==> src/rtl/miriscv_pkg.sv <==
// Shared types for the core memory-side blocks.
package miriscv_pkg;

  localparam int unsigned XLEN = 32;

  typedef enum logic {
    SRC_INSTR = 1'b0,
    SRC_DATA  = 1'b1
  } mem_src_e;

endpackage

==> src/rtl/miriscv_id_fifo.sv <==
// Small in-order FIFO with occupancy tracking; holds the issuer IDs of
// outstanding memory transactions.
module miriscv_id_fifo #(
  parameter int unsigned DEPTH = 2,
  parameter int unsigned WIDTH = 1
) (
  input  logic             clk_i,
  input  logic             arstn_i,
  input  logic             push_i,
  input  logic [WIDTH-1:0] wdata_i,
  input  logic             pop_i,
  output logic [WIDTH-1:0] rdata_o,
  output logic             full_o,
  output logic             empty_o
);

  localparam int unsigned PTR_W = (DEPTH > 1) ? $clog2(DEPTH) : 1;
  localparam int unsigned CNT_W = $clog2(DEPTH + 1);

  logic [WIDTH-1:0] mem_q [DEPTH];
  logic [PTR_W-1:0] wr_ptr_q;
  logic [PTR_W-1:0] rd_ptr_q;
  logic [CNT_W-1:0] cnt_q;
  logic             do_push;
  logic             do_pop;

  // Pointers wrap modulo DEPTH, which need not be a power of two.
  function automatic logic [PTR_W-1:0] next_ptr(input logic [PTR_W-1:0] p);
    if (p == PTR_W'(DEPTH - 1)) begin
      return '0;
    end
    return p + PTR_W'(1);
  endfunction

  assign full_o  = (cnt_q == CNT_W'(DEPTH));
  assign empty_o = (cnt_q == '0);
  assign do_push = push_i & ~full_o;
  assign do_pop  = pop_i & ~empty_o;
  assign rdata_o = mem_q[rd_ptr_q];

  always_ff @(posedge clk_i or negedge arstn_i) begin
    if (!arstn_i) begin
      wr_ptr_q <= '0;
      rd_ptr_q <= '0;
      cnt_q    <= '0;
    end else begin
      if (do_push) begin
        wr_ptr_q <= next_ptr(wr_ptr_q);
      end
      if (do_pop) begin
        rd_ptr_q <= next_ptr(rd_ptr_q);
      end
      if (do_push && !do_pop) begin
        cnt_q <= cnt_q + CNT_W'(1);
      end else if (do_pop && !do_push) begin
        cnt_q <= cnt_q - CNT_W'(1);
      end
    end
  end

  always_ff @(posedge clk_i) begin
    if (do_push) begin
      mem_q[wr_ptr_q] <= wdata_i;
    end
  end

endmodule

==> src/rtl/miriscv_mem_arbiter.sv <==
// Shares one memory port between instruction fetch and the LSU; responses are
// steered back to their issuer via an in-order ID FIFO.
module miriscv_mem_arbiter
  import miriscv_pkg::*;
#(
  parameter int unsigned OUTSTANDING = 2,
  parameter int unsigned DATA_PRIO   = 1
) (
  input  logic              clk_i,
  input  logic              arstn_i,

  input  logic              instr_req_i,
  input  logic [XLEN-1:0]   instr_addr_i,
  output logic              instr_gnt_o,
  output logic              instr_rvalid_o,
  output logic [XLEN-1:0]   instr_rdata_o,

  input  logic              data_req_i,
  input  logic              data_we_i,
  input  logic [XLEN/8-1:0] data_be_i,
  input  logic [XLEN-1:0]   data_addr_i,
  input  logic [XLEN-1:0]   data_wdata_i,
  output logic              data_gnt_o,
  output logic              data_rvalid_o,
  output logic [XLEN-1:0]   data_rdata_o,

  output logic              mem_req_o,
  output logic              mem_we_o,
  output logic [XLEN/8-1:0] mem_be_o,
  output logic [XLEN-1:0]   mem_addr_o,
  output logic [XLEN-1:0]   mem_wdata_o,
  input  logic              mem_gnt_i,
  input  logic              mem_rvalid_i,
  input  logic [XLEN-1:0]   mem_rdata_i,

  output logic              err_o
);

  mem_src_e   winner;
  mem_src_e   rr_q;
  mem_src_e   head_src;
  logic [0:0] head_raw;
  logic       fifo_full;
  logic       fifo_empty;
  logic       handshake;
  logic       pop;
  logic       err_q;

  // rr_q remembers the last winner; on a tie the other source goes next.
  always_comb begin
    winner = SRC_INSTR;
    if (instr_req_i && data_req_i) begin
      if (DATA_PRIO != 0) begin
        winner = SRC_DATA;
      end else begin
        winner = (rr_q == SRC_DATA) ? SRC_INSTR : SRC_DATA;
      end
    end else if (data_req_i) begin
      winner = SRC_DATA;
    end
  end

  // Full masks the request even when a pop frees a slot this cycle.
  assign mem_req_o = (instr_req_i | data_req_i) & ~fifo_full;
  assign handshake = mem_req_o & mem_gnt_i;

  always_comb begin
    mem_we_o    = 1'b0;
    mem_be_o    = '1;
    mem_addr_o  = instr_addr_i;
    mem_wdata_o = '0;
    if (winner == SRC_DATA) begin
      mem_we_o    = data_we_i;
      mem_be_o    = data_be_i;
      mem_addr_o  = data_addr_i;
      mem_wdata_o = data_wdata_i;
    end
  end

  assign instr_gnt_o = handshake & (winner == SRC_INSTR);
  assign data_gnt_o  = handshake & (winner == SRC_DATA);

  miriscv_id_fifo #(
    .DEPTH (OUTSTANDING),
    .WIDTH (1)
  ) u_id_fifo (
    .clk_i   (clk_i),
    .arstn_i (arstn_i),
    .push_i  (handshake),
    .wdata_i (winner),
    .pop_i   (pop),
    .rdata_o (head_raw),
    .full_o  (fifo_full),
    .empty_o (fifo_empty)
  );

  assign pop      = mem_rvalid_i & ~fifo_empty;
  assign head_src = mem_src_e'(head_raw);

  assign instr_rvalid_o = pop & (head_src == SRC_INSTR);
  assign data_rvalid_o  = pop & (head_src == SRC_DATA);
  assign instr_rdata_o  = mem_rdata_i;
  assign data_rdata_o   = mem_rdata_i;

  always_ff @(posedge clk_i or negedge arstn_i) begin
    if (!arstn_i) begin
      rr_q <= SRC_INSTR;
    end else if (handshake) begin
      rr_q <= winner;
    end
  end

  // A response with nothing outstanding is a protocol violation; sticky.
  always_ff @(posedge clk_i or negedge arstn_i) begin
    if (!arstn_i) begin
      err_q <= 1'b0;
    end else if (mem_rvalid_i && fifo_empty) begin
      err_q <= 1'b1;
    end
  end

  assign err_o = err_q;

endmodule

==> config.mk <==
export PLATFORM = sky130hd
export DESIGN_NAME = miriscv_mem_arbiter
export DESIGN_NICKNAME = d
export VERILOG_FILES = /design/src/rtl/miriscv_pkg.sv /design/src/rtl/miriscv_id_fifo.sv /design/src/rtl/miriscv_mem_arbiter.sv
export SDC_FILE = /design/constraint.sdc
export NUM_CORES = 1
export LEC_CHECK = 0
export ABC_AREA = 0
export CAP_MARGIN = 20
export CORE_AREA = 2 2 107 109
export DETAILED_ROUTE_END_ITERATION = 6
export DIE_AREA = 0 0 109 111
export PLACE_DENSITY_LB_ADDON = 0.05
export SLEW_MARGIN = 20
export SYNTH_ARGS = -nofsm -noshare
export SYNTH_HDL_FRONTEND = slang
export SYNTH_SLANG_ARGS = --single-unit
export TNS_END_PERCENT = 100
==> constraint.sdc <==
create_clock -name clk_i -period 2 [get_ports clk_i]
set_clock_uncertainty 0.2 [all_clocks]
set_input_delay 0.2 -clock clk_i [delete_from_list [all_inputs] [get_ports clk_i]]
set_output_delay 0.2 -clock clk_i [all_outputs]
set_load 0.005 [all_outputs]
==> out/results.ini <==
[layout]
syn_to_final_growth_pct=93.8
fill_cells=1164
drive_above_1_share_pct=15.4
finish.utilization_pct=28.7
layout_common_cells=clkdlybuf4s50_1 (180), and2_1 (33), mux2_4 (30)
mostFrequentLayoutCell=clkdlybuf4s50_1
nets=427
instances_no_fill=429
diodes=0

[yosys]
synthDistinctLibCells=26
seq_area_frac_synth_pct=11.3
synthesis.instances=171
syn-cell-area_sq_um=1640
ys_seq_elements=7
avgSynthCellArea_sq_um=9.60
yosysWarnings=0
syn-num-nets=311

[floorplan]
core_sq_um=11100
dieArea_sq_um=12100
floorplan.initialDensity_pct=14.8
rows=39
die-width_um=109
die_y_um=111
io_pins=278

[sta]
hold_ws_ns=0.00210
setup_violations=0
period_needed_ns=1.93
rsz0062_at_grt=false
relSlewSlack_pct=82.8
finalCritPeriodShare_pct=96.5
drv_slew=0
finalSetupTns_ns=0
tightest_slew_ns=0.257
clock.fmax_mhz=518
finalHoldViolations=0

[place]
globalplace.congestion=0.691
place_hpwl_um=5050
dp.cells=425
portBuffers=181

[worst_setup_path]
critPathRequiredTime_ns=1.60
crit_path_end_kind=output port
crit_fanout=2
setup.worst_path.start_class=flip-flop
crit_slowest_cell=clkdlybuf4s50_1
crit_chain=mux2i_2 -> nor2b_1 -> clkdlybuf4s50_1
path_class=reg -> out
cp_top_family=buffers and inverters
cp_num_buf_inv=1
max_stage_delay_ns=0.50
crit_arrival_ns=1.53

[cts]
clk_latency_ns=0.23
tritoncts=yes
cts-root-buf=clkbuf_16
clk_pin_slew_ns=0.04
cts_setup_buffers=0
clock_path_buffers=2
htree_levels=1
clkSinkCount=7
cts_buffers=3

[pwr]
peakVddDrop_mv=0.295
p_per_area_nw_per_um2=448
power_mw=1.43
p_leak_nw=1.27

[grt]
grt_max_degree=33
grt_pass1_wl_um=8230
grt_pass1_vias=1547
grtUsageMet3_pct=3.41
grt_use_met2_pct=16.5
grt_overflow=0
use_met1_pct=8.07
antenna_found_initial=0
grt_usage_pct=8.70
grt-busiest-layer=met2

[drt]
routed_via_density=3.59
avgRoutedWirePerCell_um=13.7
drtIter0Drc=24
final_antenna_net_count=0
drc=0
dr.pass1.iters=4
via_count=1540
drt-total-wl_um=5860

[min_path]
hold_class=in -> async

[status]
status=complete, no violations

[run]
max-cap-violations=0

## cell usage after synthesis
cell	n	area (sq um)
ha_1	1	12.5
o211ai_4	1	21.3
buf_2	1	5.00
xnor2_1	3	26.3
and2_1	33	206
nor2_1	5	18.8
nand2b_4	1	13.8
a21o_1	1	7.51
inv_1	2	7.51
dfrtp_1	5	125
xor2_1	2	17.5
clkbuf_1	1	3.75
edfxtp_1	2	60.1
nand2b_1	4	25.0
o21ai_2	1	8.76
and3_1	1	6.26
mux2_2	2	22.5
nor2b_1	1	6.26
o21a_1	1	7.51
clkbuf_2	2	10.0
mux2i_1	1	10.0
buf_6	1	11.3
and4b_1	1	10.0
buf_12	3	60.1
mux2_4	30	450
buf_4	65	488
## per-layer routing
metal | share of wire (%) | vias to the layer above
met2 | 50 | 133
met1 | 32 | 667
li1 | - | 711
met5 | 0 | -
met4 | 2.4 | 0
met3 | 16 | 29
## registers in the layout, summed over array words and instances, names as in the netlist
register / cells
err_o: 1
u_id_fifo.rd_ptr_q: 1
u_id_fifo.mem_q: 2
u_id_fifo.cnt_q: 2
u_id_fifo.wr_ptr_q: 1
## power breakdown
part | internal (mW) | switching (mW) | total (mW)
logic | 0.576 | 0.233 | 0.810
clock network | 0.266 | 0.0825 | 0.348
registers | 0.205 | 0.0625 | 0.267
## repair_timing
action / 4_1_cts / 5_1_grt
endpoints found under the setup margin: 0 / 2
hold buffers: 0 / 0
gates resized for setup: 0 / 2
## per-stage QoR
step | setup WS (ns) | cell area, sq um
floorplan | 0.433 | 1640
global placement | 0.134 | 3100
detailed placement | 0.132 | 3100
CTS | 0.0118 | 3180
global route | 0.00561 | 3180
finish | 0.0700 | 3180
## worst paths after layout
check,slack [ns],cells after the start,to,from
setup / recovery,0.07,3,instr_rvalid_o,u_id_fifo.rd_ptr_q
hold / removal,0.002,1,err_o,arstn_i
setup reg to reg,0.34,6,u_id_fifo.cnt_q[1],u_id_fifo.cnt_q[0]
hold reg to reg,0.25,1,err_o,err_o
max in group asynchronous,1.37,1,u_id_fifo.cnt_q[0],arstn_i
min in group clk_i,0.20,0,data_rdata_o[3],mem_rdata_i[3]
## logic make-up after synthesis
logic type	count (synthesis)	share of synthesized area, %
DFF	7	11.3
muxes	33	29.4
xor gates and xnor gates	5	2.67
and+or+nand+nor	46	17.5
AOI/OAI and AO/OA	4	2.74
buffers and inverters	75	35.7
adders and majority gates	1	0.762
## area by class of cell
class	count	area [sq um]	area share, %
Sequential cell	7	186	5.86
Inverter	2	7.51	0.236
Multi-Input combinational cell	89	875	27.5
Tap cell	143	179	5.63
Timing Repair Buffer	184	1850	58.3
Clock buffer	4	78.8	2.48
Note: power is estimated with default switching activity, not from simulation.
